**config.mk**
```make
export PLATFORM = sky130hd
export DESIGN_NAME = gf180mcu_osu_sc_gp9t3v3__xoracc
export DESIGN_NICKNAME = d
export VERILOG_FILES = /design/src/rtl/gf180mcu_osu_sc_gp9t3v3__xoracc.sv
export SDC_FILE = /design/constraint.sdc
export NUM_CORES = 1
export LEC_CHECK = 0
export CORE_ASPECT_RATIO = 0.7
export CORE_MARGIN = 3
export CORE_UTILIZATION = 49
export DETAILED_ROUTE_END_ITERATION = 8
export MAX_ROUTING_LAYER = met4
export PLACE_DENSITY = 0.84
export SETUP_SLACK_MARGIN = 0.05
export SYNTH_ARGS = -nofsm -noshare
export SYNTH_HDL_FRONTEND = slang
export SYNTH_SLANG_ARGS = --single-unit
```
**constraint.sdc**
```tcl
create_clock -name CLK -period 2 [get_ports CLK]
set_input_delay 0.4 -clock CLK [delete_from_list [all_inputs] [get_ports CLK]]
set_output_delay 0.4 -clock CLK [all_outputs]
set_load 0.005 [all_outputs]
```
**src/rtl/gf180mcu_osu_sc_gp9t3v3__xoracc.sv**
```systemverilog
// Registered XOR/XNOR datapath with frame-based XOR folding and a one-entry
// valid/ready output register. P is the parity of the registered result.
module gf180mcu_osu_sc_gp9t3v3__xoracc #(
    parameter int WIDTH = 8,
    parameter int CNT_W = 4
) (
    input  logic             CLK,
    input  logic             R,
    input  logic [WIDTH-1:0] A,
    input  logic [WIDTH-1:0] B,
    input  logic [1:0]       MODE,
    input  logic             IN_VALID,
    input  logic             IN_LAST,
    output logic             IN_READY,
    output logic [WIDTH-1:0] Y,
    output logic             P,
    output logic [CNT_W-1:0] CNT,
    output logic             OUT_VALID,
    input  logic             OUT_READY
);

    typedef enum logic {IDLE, FOLD} state_t;

    state_t             state_q, state_d;
    logic               run_q, run_d;
    logic [WIDTH-1:0]   acc_q, acc_d;
    logic [CNT_W-1:0]   beats_q, beats_d;
    logic [WIDTH-1:0]   y_q, y_d;
    logic [CNT_W-1:0]   cnt_q, cnt_d;
    logic               ov_q, ov_d;

    logic               accept;
    logic [WIDTH-1:0]   term;
    logic [WIDTH-1:0]   sum;
    logic [CNT_W-1:0]   beats_inc;

    always_comb begin
        IN_READY  = !ov_q || OUT_READY;
        accept    = IN_VALID && IN_READY;
        term      = A ^ B;
        sum       = acc_q ^ term;
        beats_inc = (beats_q == {CNT_W{1'b1}}) ? beats_q : beats_q + CNT_W'(1);

        state_d = state_q;
        run_d   = run_q;
        acc_d   = acc_q;
        beats_d = beats_q;
        y_d     = y_q;
        cnt_d   = cnt_q;
        // A drained entry empties unless something is emitted below.
        ov_d    = ov_q && !OUT_READY;

        if (accept) begin
            unique case (state_q)
                IDLE: begin
                    if (!MODE[1]) begin
                        y_d   = MODE[0] ? ~term : term;
                        cnt_d = CNT_W'(1);
                        ov_d  = 1'b1;
                    end else if (IN_LAST) begin
                        // Single-beat frame: emit and leave accumulator clear.
                        y_d     = term;
                        cnt_d   = CNT_W'(1);
                        ov_d    = 1'b1;
                        acc_d   = '0;
                        beats_d = '0;
                    end else begin
                        acc_d   = term;
                        beats_d = CNT_W'(1);
                        run_d   = MODE[0];
                        state_d = FOLD;
                        if (MODE[0]) begin
                            y_d   = term;
                            cnt_d = CNT_W'(1);
                            ov_d  = 1'b1;
                        end
                    end
                end
                FOLD: begin
                    if (run_q || IN_LAST) begin
                        y_d   = sum;
                        cnt_d = beats_inc;
                        ov_d  = 1'b1;
                    end
                    if (IN_LAST) begin
                        acc_d   = '0;
                        beats_d = '0;
                        state_d = IDLE;
                    end else begin
                        acc_d   = sum;
                        beats_d = beats_inc;
                    end
                end
                default: state_d = IDLE;
            endcase
        end
    end

    always_ff @(posedge CLK or posedge R) begin
        if (R) begin
            state_q <= IDLE;
            run_q   <= 1'b0;
            acc_q   <= '0;
            beats_q <= '0;
            y_q     <= '0;
            cnt_q   <= '0;
            ov_q    <= 1'b0;
        end else begin
            state_q <= state_d;
            run_q   <= run_d;
            acc_q   <= acc_d;
            beats_q <= beats_d;
            y_q     <= y_d;
            cnt_q   <= cnt_d;
            ov_q    <= ov_d;
        end
    end

    assign Y         = y_q;
    assign P         = ^y_q;
    assign CNT       = cnt_q;
    assign OUT_VALID = ov_q;

endmodule

```
# Yosys cells after proc, flatten, opt, wreduce, memory -nomap -nowiden
# Index checks and enable logic that the tools add are counted.
classes:
  add_sub_neg: 1
  eq_ne: 4
  mux: 29
  bitwise: 5
  reduce_logical: 10
ops:
  columns: ["operator", "n"]
  rows:
  - ["$mux W8", 8]
  - ["$pmux W8 S2", 2]
  - ["$mux W4", 7]
  - ["$pmux W4 S2", 2]
  - ["$xor A8 B8 Y8", 2]
  - ["$mux W1", 8]
  - ["$not A8 Y8", 1]
  - ["$reduce_xor A8 Y1", 1]
  - ["$add A4 B1 Y4 const B", 1]
  - ["$eq A4 B4 Y1 const B", 1]
  - ["$ne A4 B4 Y1 const B", 1]
  - ["$pmux W1 S2", 2]
  - ["$reduce_and A4 Y1", 1]
  - ["$reduce_and A3 Y1", 1]
  - ["$logic_and A1 B1 Y1", 2]
  - ["$logic_not A1 Y1", 2]
  - ["$logic_or A1 B1 Y1", 2]
  - ["$ne A2 B1 Y1 const B", 1]
  - ["$ne A2 B2 Y1 const B", 1]
  - ["$not A1 Y1", 2]
  - ["$reduce_and A2 Y1", 1]
word_totals:
  register_bits: 27
  output_inout_bits: 15
  elab_cells: 56

# Depth between registers and ports, before layout
logic_depth:
  ltp_word: 7
  depth_mapped: 6
  mapped_depth_nobuf: 5

# Least setup slack after synthesis
# OpenSTA, ideal clock, no wires.
synth_path:
  path_kind: "register to register"
  startpoint: "reg state_q"
  endpoint: "reg y_q[0], in the netlist Y[0]"
  setup_time_ns: 0.125
  t_arrival_ns: 1.418
  required_ns: 1.875
  path_slack_ns: 0.456
  path_stages_with_launch: 7
  synth_period_minus_slack_ns: 1.544
  cell_sequence: "dfrtp_1 > clkbuf_2 > nor2b_1 > o21bai_2 > and2_4 > buf_6 > mux2_4"
synth_via:
  elab_chain_cells: 3
synth_lines:
  columns: ["item", "line", "text"]
  rows:
  - ["start, declared", "24", "state_t state_q, state_d;"]
  - ["start signal, assigned", "109", "state_q <= state_d;"]
  - ["$not A1 Y1 (no source line)", null, null]
  - ["$ne A4 B4 Y1 (no source line)", null, null]
  - ["$reduce_and A3 Y1 (no source line)", null, null]
  - ["end signal, assigned", "113", "y_q <= y_d;"]
  - ["end, declared", "28", "logic [WIDTH-1:0] y_q, y_d;"]
# Parallel ways exist; a longest one is shown, timed or not.
# A chain may end at the register's enable or synchronous reset.

# Worst setup path in the final report
layout_path:
  startpoint: "reg y_q[6], in the netlist Y[6]"
  endpoint: "out P"
layout_via:
  elab_chain_cells: 1
layout_lines:
  columns: ["item", "line", "text"]
  rows:
  - ["$reduce_xor A8 Y1", "120", "assign P = ^y_q;"]
  - ["end, declared", "16", "output logic P,"]
# Every way passes these cells.

==> impl.org <==
** STA
- Hold timing on the final database bottoms out at a slack of 483 ps.
- The routed design could run at a clock period as short as 1840 ps.
- Count of final setup violators :: 0
- TNS Setup :: 0 ps
- Setup repair after global routing left no endpoint under its margin.
- Post-route fraction of the period consumed by the critical path :: 91.8%
- Final Hold Fails :: 0
- Across all setup checks in the final design, the least slack found is 163 ps.
- Max Clock Freq :: 0.544 GHz
- For the pin with the worst max-slew slack, the measured transition is 372 ps.
- Clock skew on the completed layout was measured at 3.25 ps.
- Number of max-slew violations in the final report :: 0
- The worst pin sits at a relative slew slack of 75.2%.

** Placement
- Pre-CTS setup slack :: 57.9 ps
- Summed over all nets, the half-perimeter wirelength after detailed placement is 2900 um.
- Number of input and output port buffers inserted :: 37
- The congestion estimate from routability-driven global placement came to 0.894.
- After detailed placement, the design holds a cell count of 235.

** Layout
- The net count of the finished layout is 236.
- Count of filler cells inserted in the layout :: 209
- The number of antenna diodes in the final layout is 0.
- Most common cell after layout, fill and taps aside :: sky130_fd_sc_hd__clkdlybuf4s50_1
- Share of layout cells above drive strength 1 :: 16.1%
- The finished layout holds 247 standard cells, fillers aside.
- Relative area change from synthesis to final layout :: 33.8%
- Commonest non-fill, non-tap cells in the layout :: sky130_fd_sc_hd__clkdlybuf4s50_1 (35), sky130_fd_sc_hd__dfrtp_1 (27), sky130_fd_sc_hd__a21oi_1 (27)

** Floorplanning
- Horizontal die dimension :: 74.1 um
- Boundary pin count :: 38
- Core Box Area :: 2940 sq um
- Number of placement rows :: 16
- The die covers 3980 sq um.
- From bottom edge to top edge, the die measures 53.7 um.
- Starting utilization of the core area :: 54.1%

** Power and ir drop
- Worst VDD drop :: 0.000553 V
- In this run the power density over the cells is 1160 nW/um^2.
- In this run the static leakage power is 0.915 nW.

** CTS
- The clock passes through at most 2 buffers.
- Cts bufs inserted :: 3
- H-tree depth :: 1
- Clock latency of the later-clocked register in the worst-skew pair :: 270 ps
- TritonCTS clock tree :: yes
- The root buffer cell chosen for the clock tree is sky130_fd_sc_hd__clkbuf_8.
- Clock-pin slew on the worst setup and hold paths :: 100 ps
- CTS saw 27 sinks.

** Synth
- Counting distinct cell types in the post-synthesis netlist gives 36.
- Number of warning messages in the yosys log :: 0
- Post-Syn Area :: 1590 sq um
- Counting flops with a built-in enable in the synthesized netlist gives 0.
- In the synthesized netlist the async set-or-reset flop fraction comes to 100%.
- Commonest register cell after synthesis :: sky130_fd_sc_hd__dfrtp_1
- Synthesis produced a netlist whose cell count is 163.
- In this run, synthesis produced a sequential element count of 27.
- Mean instance size in the synthesized netlist :: 9.76 sq um
- Part of the Yosys area used for sequential elements :: 42.5%
- Synthesized net count :: 187

** Run
- The tool flagged a number of max-cap violations equal to 0.

** Detailed routing
- Number of optimization iterations in the first detailed-route pass :: 4
- In the final routed layout, each cell accounts on average for 16.3 um.
- After detailed routing, the total wire length is 4020 um.
- The routed layout has 1428 vias.
- For this run, design rule violations remaining after detail routing come to 0.
- For this block, the initial DRC count from the detailed router was 120.
- DRT antenna net count :: 0
- Via count normalized by instance count :: 5.78

** Setup path
- WP data arrival :: 1440 ps
- Cell repeated most along the worst path :: sky130_fd_sc_hd__xnor2_1
- Levels on crit path :: 4
- STA classifies the critical path endpoint as an output port.
- For this design, the slowest cell found on the critical path is sky130_fd_sc_hd__dfrtp_1.
- At the worst endpoint, the required time is 1600 ps.
- Traced cell by cell, the critical path runs through xor2_1, xnor2_1, xnor2_1, dlygate4sd2_1.
- STA classifies the critical path startpoint as a flip-flop.
- For the worst flop-to-flop path, the logic depth is 4.
- Buffers and inverters on the worst path :: 1
- In this design, the largest share of critical-path delay is due to XOR/XNOR gates.
- Critical path class :: flip-flop to output port
- For this run, the slowest stage of the critical path takes 410 ps.
- In this run the worst path has a maximum fanout of 2.

** GRT
- Entering global routing, the biggest net connects 28 pins.
- Aggregate global-route resource usage :: 22.2%
- First-pass GRT wire length :: 6410 um
- Number of antenna violations at the first check in global routing :: 0
- Global route total overflow :: 0
- The via count of the first global-routing pass was 1385.

** Outcome
- The run finished with clean final reports.

** Worst hold path
- The worst hold path belongs to the class primary input to async pin.
==> flip-flops by register name, summed over array words and instances, names as in the netlist <==
register and cells:
CNT 4, acc_q 8, Y 8, beats_q 4, OUT_VALID 1, run_q 1, state_q 1
==> synthesized netlist by cell type (2+ instances only) <==
| cell | number | area [sq um] |
|---|---|---|
| sky130_fd_sc_hd__clkbuf_1 | 3 | 11.3 |
| sky130_fd_sc_hd__nand2_1 | 14 | 52.6 |
| sky130_fd_sc_hd__nor3b_2 | 2 | 25.0 |
| sky130_fd_sc_hd__mux2_2 | 3 | 33.8 |
| sky130_fd_sc_hd__and3_1 | 7 | 43.8 |
| sky130_fd_sc_hd__a21oi_1 | 27 | 135 |
| sky130_fd_sc_hd__inv_1 | 4 | 15.0 |
| sky130_fd_sc_hd__nand3_1 | 2 | 10.0 |
| sky130_fd_sc_hd__nor2_1 | 4 | 15.0 |
| sky130_fd_sc_hd__mux2_4 | 5 | 75.1 |
| sky130_fd_sc_hd__o211ai_1 | 2 | 15.0 |
| sky130_fd_sc_hd__o22ai_1 | 3 | 18.8 |
| sky130_fd_sc_hd__xor2_1 | 7 | 61.3 |
| sky130_fd_sc_hd__buf_2 | 4 | 20.0 |
| sky130_fd_sc_hd__xnor2_1 | 18 | 158 |
| sky130_fd_sc_hd__a22oi_1 | 2 | 15.0 |
| sky130_fd_sc_hd__dfrtp_1 | 27 | 676 |
| sky130_fd_sc_hd__o21ai_0 | 11 | 55.1 |
==> worst min-delay path, delay by kind of cell <==
family / cells / cell delay (ps)
buf+inv: 3 / 780
==> per-layer routing <==
metal / vias up / routed length [um] / track usage (%) / part of all wire, %
met5: - / 0 / - / 0
met4: 0 / 21 / 4.22 / 0.52
met3: 4 / 334 / 4.66 / 8.3
met2: 70 / 2000 / 35.7 / 50
met1: 685 / 1660 / 29.5 / 41
li1: 669 / - / - / -
==> final timing paths <==
path / startpoint / end / slack (ps)
max in group asynchronous: R / beats_q[1] / 1250
hold reg to reg: acc_q[6] / acc_q[6] / 530
setup reg to reg: state_q / CNT[2] / 410
min in group CLK: acc_q[6] / acc_q[6] / 530
setup / recovery: Y[6] / P / 160
hold / removal: R / CNT[2] / 480
==> per-stage QoR <==
stage | utilization [%] | power (mW) | area (sq um)
6_report | 72.4 | 2.47 | 2130
3_3_place_gp | 68.6 | 2.02 | 2020
2_1_floorplan | - | 1.54 | 1590
5_1_grt | 72.4 | 2.65 | 2130
3_5_place_dp | 68.6 | 2.11 | 2020
4_1_cts | 72.0 | 2.46 | 2120
==> timing repair <==
action                     4_1_cts  5_1_grt
setup endpoints to repair        1        2
resized for setup                1        1
hold buffers                     0        0
setup buffers                    7        1
pin swaps                        4        0
==> where the power goes <==
group / switching (mW) / total, mW / internal [mW]
combinational: 0.506 / 1.27 / 0.761
sequential: 0.164 / 0.887 / 0.723
clock: 0.179 / 0.320 / 0.142
==> final cells by class <==
| class | count | area [sq um] | share of cell area (%) |
|---|---|---|---|
| tap | 36 | 45.0 | 2.12 |
| multi-input combinational | 123 | 853 | 40.1 |
| clock buffer | 3 | 41.3 | 1.94 |
| clock inverter | 1 | 7.51 | 0.353 |
| inverter | 4 | 15.0 | 0.705 |
| timing repair buffer | 53 | 492 | 23.1 |
| sequential | 27 | 676 | 31.7 |
==> kinds of logic after synthesis <==
family                     synth area share, %
AOI/OAI and AO/OA                         18.3
buffers and inverters                     3.93
xor gates and xnor gates                  13.8
and+or+nand+nor                           13.3
adders and majority gates                0.786
DFF                                       42.5
muxes                                     7.47
Note: power is estimated with default switching activity, not from simulation.
